File: config.mk
export PLATFORM = sky130hd
export DESIGN_NAME = alu_share_arbiter
export DESIGN_NICKNAME = d
export VERILOG_FILES = /design/src/rtl/alu_share_arbiter.sv
export SDC_FILE = /design/constraint.sdc
export NUM_CORES = 1
export LEC_CHECK = 0
export ABC_CLOCK_PERIOD_IN_PS = 2000
export BUFFER_PORTS_ARGS = -buffer_cell sky130_fd_sc_hd__buf_4
export CAP_MARGIN = 20
export CORE_AREA = 2 2 133 135
export DETAILED_ROUTE_END_ITERATION = 7
export DIE_AREA = 0 0 135 137
export PLACE_DENSITY = 0.69
export SLEW_MARGIN = 20
export SYNTH_ARGS = -nofsm -noshare
export SYNTH_HDL_FRONTEND = slang
export SYNTH_SLANG_ARGS = --single-unit
File: constraint.sdc
create_clock -name clk -period 2 [get_ports clk]
set_clock_uncertainty 0.1 [all_clocks]
set_input_delay 0 -clock clk [delete_from_list [all_inputs] [get_ports clk]]
set_output_delay 0 -clock clk [all_outputs]
set_load 0.05 [all_outputs]
File: src/rtl/alu_share_arbiter.sv
// Round-robin arbiter sharing one external combinational ALU between two requesters.
// Optional per-requester grant counters are built when ALU_ARB_STATS_EN is defined.
module alu_share_arbiter #(
    parameter int unsigned        DATA_W  = 32,
    parameter int unsigned        OP_W    = 4,
    parameter logic [OP_W-1:0]    IDLE_OP = 4'hF
) (
    input  logic              clk,
    input  logic              reset_n,
    input  logic              req0_valid,
    output logic              req0_ready,
    input  logic [DATA_W-1:0] req0_a,
    input  logic [DATA_W-1:0] req0_b,
    input  logic [OP_W-1:0]   req0_op,
    input  logic              req1_valid,
    output logic              req1_ready,
    input  logic [DATA_W-1:0] req1_a,
    input  logic [DATA_W-1:0] req1_b,
    input  logic [OP_W-1:0]   req1_op,
    output logic              resp0_valid,
    input  logic              resp0_ready,
    output logic [DATA_W-1:0] resp0_result,
    output logic              resp1_valid,
    input  logic              resp1_ready,
    output logic [DATA_W-1:0] resp1_result,
    output logic [DATA_W-1:0] alu_a,
    output logic [DATA_W-1:0] alu_b,
    output logic [OP_W-1:0]   alu_op,
    input  logic [DATA_W-1:0] alu_result,
    output logic [15:0]       grant_cnt0,
    output logic [15:0]       grant_cnt1
);

    typedef enum logic [1:0] {
        IDLE = 2'd0,
        EXEC = 2'd1,
        RESP = 2'd2
    } state_t;

    state_t            state_q, state_d;
    logic              last_grant_q;
    logic              id_q;
    logic [DATA_W-1:0] a_q, b_q, result_q;
    logic [OP_W-1:0]   op_q;

    logic              accept;
    logic              winner;
    logic              resp_hs;

    always_comb begin
        state_d = state_q;
        accept  = 1'b0;
        winner  = 1'b0;
        resp_hs = 1'b0;
        case (state_q)
            IDLE: begin
                if (req0_valid || req1_valid) begin
                    accept  = 1'b1;
                    // Sole requester wins; on contention the one not served last wins.
                    winner  = (req0_valid && req1_valid) ? ~last_grant_q : req1_valid;
                    state_d = EXEC;
                end
            end
            EXEC: state_d = RESP;
            RESP: begin
                if (id_q ? resp1_ready : resp0_ready) begin
                    resp_hs = 1'b1;
                    state_d = IDLE;
                end
            end
            default: state_d = IDLE;
        endcase
    end

    always_ff @(posedge clk or negedge reset_n) begin
        if (!reset_n) begin
            state_q      <= IDLE;
            last_grant_q <= 1'b1;
            id_q         <= 1'b0;
            a_q          <= '0;
            b_q          <= '0;
            op_q         <= '0;
            result_q     <= '0;
        end else begin
            state_q <= state_d;
            if (accept) begin
                id_q <= winner;
                a_q  <= winner ? req1_a  : req0_a;
                b_q  <= winner ? req1_b  : req0_b;
                op_q <= winner ? req1_op : req0_op;
            end
            if (state_q == EXEC) begin
                result_q <= alu_result;
            end
            if (resp_hs) begin
                last_grant_q <= id_q;
            end
        end
    end

    assign req0_ready   = accept && !winner;
    assign req1_ready   = accept &&  winner;
    assign resp0_valid  = (state_q == RESP) && !id_q;
    assign resp1_valid  = (state_q == RESP) &&  id_q;
    assign resp0_result = result_q;
    assign resp1_result = result_q;
    assign alu_a        = a_q;
    assign alu_b        = b_q;
    assign alu_op       = (state_q == EXEC) ? op_q : IDLE_OP;

`ifdef ALU_ARB_STATS_EN
    logic [15:0] cnt0_q, cnt1_q;

    always_ff @(posedge clk or negedge reset_n) begin
        if (!reset_n) begin
            cnt0_q <= '0;
            cnt1_q <= '0;
        end else begin
            if (req0_ready && cnt0_q != 16'hFFFF) cnt0_q <= cnt0_q + 16'd1;
            if (req1_ready && cnt1_q != 16'hFFFF) cnt1_q <= cnt1_q + 16'd1;
        end
    end

    assign grant_cnt0 = cnt0_q;
    assign grant_cnt1 = cnt1_q;
`else
    assign grant_cnt0 = '0;
    assign grant_cnt1 = '0;
`endif

endmodule
# ---- After elaboration in Yosys (flattened, before gate mapping)
# Index checks and enable logic that the tools add are counted.
dict set report word_totals {
  reg_bits 104
  elab_cells 37
  output_inout_bits 168
  inputBits 174
}
dict set report classes {
  bitwise 1
  reduce_logical 10
  n_eq_ne 4
  muxes 15
}
# op count
set op_table {}
lappend op_table {{$mux W32} 2}
lappend op_table {{$mux W1} 8}
lappend op_table {{$mux W4} 2}
lappend op_table {{$pmux W2 S3} 1}
lappend op_table {{$logic_and A1 B1 Y1} 5}
lappend op_table {{$mux W2} 2}
lappend op_table {{$ne A2 B2 Y1 const B} 2}
lappend op_table {{$eq A2 B1 Y1 const B} 1}
lappend op_table {{$eq A2 B2 Y1 const B} 1}
lappend op_table {{$logic_not A1 Y1} 2}
lappend op_table {{$logic_not A2 Y1} 1}
lappend op_table {{$reduce_and A2 Y1} 1}
lappend op_table {{$logic_or A1 B1 Y1} 1}
lappend op_table {{$not A1 Y1} 1}

# ---- Depth between registers and ports, before layout
dict set report logic_depth {
  word_depth 6
  depth_mapped 7
  depth_no_buf 4
}

# ---- Worst setup path after synthesis
# OpenSTA, ideal clock, no wires.
dict set report synth_timing {
  path_type {register to register}
  startpoint {reg state_q[0]}
  endpoint {reg id_q}
  path_stages_with_launch 7
  period_less_slack_ps 1760
  setup_ps 66
  t_arrival_ps 1593
  t_required_ps 1834
  path_slack_ps 240
  path_buffers 3
  cell_sequence {dfrtp_1 or2_1 buf_4 buf_6 buf_6 nor2_2 a21o_1}
}
dict set report synth_between {
  elab_chain_cells 2
  elab_cells_between_ends 3
  cone_classes {2 x mux; 1 x reduce/logical}
}
# element line_no
set synth_lines {}
lappend synth_lines {{start, declared} 40} ;# state_t state_q, state_d;
lappend synth_lines {{start signal, assigned} 85} ;# state_q <= state_d;
lappend synth_lines {{$logic_not A2 Y1 *} 55} ;# case (state_q)
lappend synth_lines {{$mux W1} 55}
lappend synth_lines {{end signal, assigned} 87} ;# id_q <= winner;
lappend synth_lines {{end, declared} 42} ;# logic id_q;
# Every way passes the cells marked *; elsewhere a longest branch is shown, timed or not.
# A chain may end at the register's enable or synchronous reset.

# ---- Final worst setup path
dict set report layout_timing {
  startpoint {reg state_q[0]}
  endpoint {out req1_ready}
}
dict set report layout_between {
  elab_chain_cells 3
  elab_cells_between_ends 4
  cone_classes {2 x mux; 2 x reduce/logical}
}
# element line_no
set layout_lines {}
lappend layout_lines {{$logic_not A2 Y1 *} 55}
lappend layout_lines {{$mux W1} 55}
lappend layout_lines {{$logic_and A1 B1 Y1 *} 102} ;# assign req1_ready = accept && winner;
lappend layout_lines {{end, declared} 16} ;# output logic req1_ready,
# Marked as above.

==> summary.txt <==
Initial Util: 31.5%
port bufs: 309
final setup fails: 0
CORE AREA: 17100 um2
final max-slew violation count: 0
P_int: 7.58 mW
Final Core Density: 55.6%
Final min period: 1.87 ns
CP required: 1.90 ns
sequential share of power: 23.0%
sequential share of the synthesized area: 48.4%
clock insertion delay at the later pin of the skew report: 0.35 ns
CTS Buffer Depth: 2
Area Overhead vs Synth: 76.6%
Worst-Margin Slew: 0.591 ns
gpl congestion: 0.781
period utilization: 93.4%
post-route worst setup slack: 0.131 ns
vias per std cell: 5.01
Peak VDD IR: 1.15 mV
Synth warnings: 0
H-tree depth: 3
# diodes: 0
Slew HR: 60.6%
CTS-repair resized insts: 0
Startpoint Class: flop
first drt pass iteration count: 4
hold_ws: 0.153 ns
largest net degree at the start of global routing: 105
vias in the first global route: 6091
Leak: 4.24 nW
average size of a mapped cell: 9.72 um2
Crit Path Category: reg -> out
dpl ws: 0.359 ns
RSZ-0062 raised after global routing: false
#FFs+latches synth: 104
Design Power: 17.2 mW
worst-path maximum fanout: 26
nature of the critical path endpoint: primary output
Total GRT Usage: 22.2%
Starting DRT DRC Count: 350
Routed Antenna Nets: 0
min-delay worst type: in -> reg
residual DRC count: 0
GRT overflow: 0
Synth Instances: 553
Cells on Worst Hold Path: 5
Netlist cell types: 28
Routed WL: 21.4 mm
Gate power share: 66.5%
status: finished, final reports clean
Num Clock Sinks: 104
Syn Std Cell Area: 5380 um2
Reg clk slew, reported paths: 0.08 ns
Clock power frac: 10.5%
first-pass GRT wire length: 32.1 mm
die span in y: 137 um
Post-CTS Setup Bufs: 0
Post-DP HPWL: 12.1 mm
cell depth of the worst flop-to-flop path: 4
Psw: 9.60 mW
routed length per instance: 17.8 um
Die ar.: 18500 um2
CTS tree: yes
cts hold-fix bufs: 172
# nets final: 1142
critical path arrival: 1.77 ns
flop2flop setup slack: 0.25 ns
vias: 6002
pwr dens: 1810 nW/um2
initial antenna violation count: 0
die width: 135 um
max frequency: 0.535 GHz
io pins: 342
row cnt: 48
TNS Setup: 0 ns
layout cells sized above 1: 39.5%
sw frac: 55.9%
max-cap viol count: 0
final hold violations: 0
Root Buffer: clkbuf_16
total CTS buffers: 9
## worst paths after layout
kind,startpoint,end
worst max-delay path,state_q[0],req1_ready
worst min-delay path,req0_valid,alu_a[12]
worst max register to register,state_q[1],last_grant_q
worst min register to register,resp0_result[2],resp0_result[2]
max in group asynchronous,reset_n,alu_b[17]
min in group asynchronous,reset_n,resp0_result[20]
## per-stage QoR
step,instances,instance area [um2]
floorplan,584,5490
global placement,1010,7470
detailed placement,1010,7470
CTS,1198,9490
global route,1198,9490
finish,1198,9490
## cells in the final DEF, fill, tap and decap left out, types with 2 or more instances in the layout
master and instances:
a21o_1 2, a21oi_1 68, a31oi_1 68, buf_12 6
buf_4 315, clkbuf_16 9, conb_1 32, dfrtp_1 103
dlygate4sd3_1 172, inv_6 3, inv_8 2, mux2_2 33
nand3_1 68, nor2_1 2, o21ai_0 50, o21ai_1 19
or2_2 6
## cells by family (layout without fill, tap and decap cells)
family,count (synthesis),after routing,synth area share (%)
buffers and inverters,121,510,14.9
multiplexers,33,33,6.91
AND/OR/NAND/NOR,84,84,8.15
other,1,32,0.0698
flip-flops,104,104,48.4
AO/OA/AOI/OAI,210,210,21.5
## cell usage after synthesis
cell	n	area [um2]
dfrtp_1	103	2580
buf_4	75	563
a21oi_1	68	340
a31oi_1	68	425
nand3_1	68	340
o21ai_0	50	250
mux2_2	33	372
clkbuf_1	22	82.6
o21ai_1	19	95.1
buf_2	16	80.1
buf_6	6	67.6
or2_2	4	25.0
a21o_1	2	15.0
nand2b_1	2	12.5
nor2_1	2	7.51
nor2_2	2	12.5
or2_1	2	12.5
a21bo_2	1	10.0
a21boi_2	1	11.3
a22o_1	1	8.76
and2_1	1	6.26
clkbuf_2	1	5.00
conb_1	1	3.75
dfstp_2	1	26.3
inv_2	1	3.75
nand2_1	1	3.75
nand2_4	1	11.3
nor2b_1	1	6.26
## critical path: stages, from the launching register on
cell     delay (ns)
dfrtp_1        0.45
or2_2          0.33
buf_4          0.23
nor2_2         0.19
buf_4          0.22
## final cells by class
class	count	area, um2
Clock buffer	10	239
Clock inverter	6	56.3
Fill cell	1437	7560
Inverter	1	3.75
Multi-Input combinational cell	359	2100
Sequential cell	104	2600
Tap cell	225	282
Timing Repair Buffer	493	4210
## flip-flops by register name, summed over array words and instances, names as in the netlist
name and count:
alu_a 32, alu_b 32, resp0_result 32, op_q 4, state_q 2, id_q 1
last_grant_q 1
## metal layers
metal	GRT usage, %	wire, um
met5	0	0
met4	9.84	743
met3	4.22	1560
met2	39.6	10900
met1	26.0	8170
## power by group through the flow
stage / sequential, mW / clock [mW] / combinational, mW
global route: 4.07 / 1.92 / 11.9
CTS: 3.91 / 1.85 / 11.4
detailed placement: 3.93 / 0 / 11.1
global placement: 3.91 / 0 / 11.0
finish: 3.95 / 1.81 / 11.4
floorplan: 7.24 / 0 / 4.88
(Power assumes the default switching activity.)
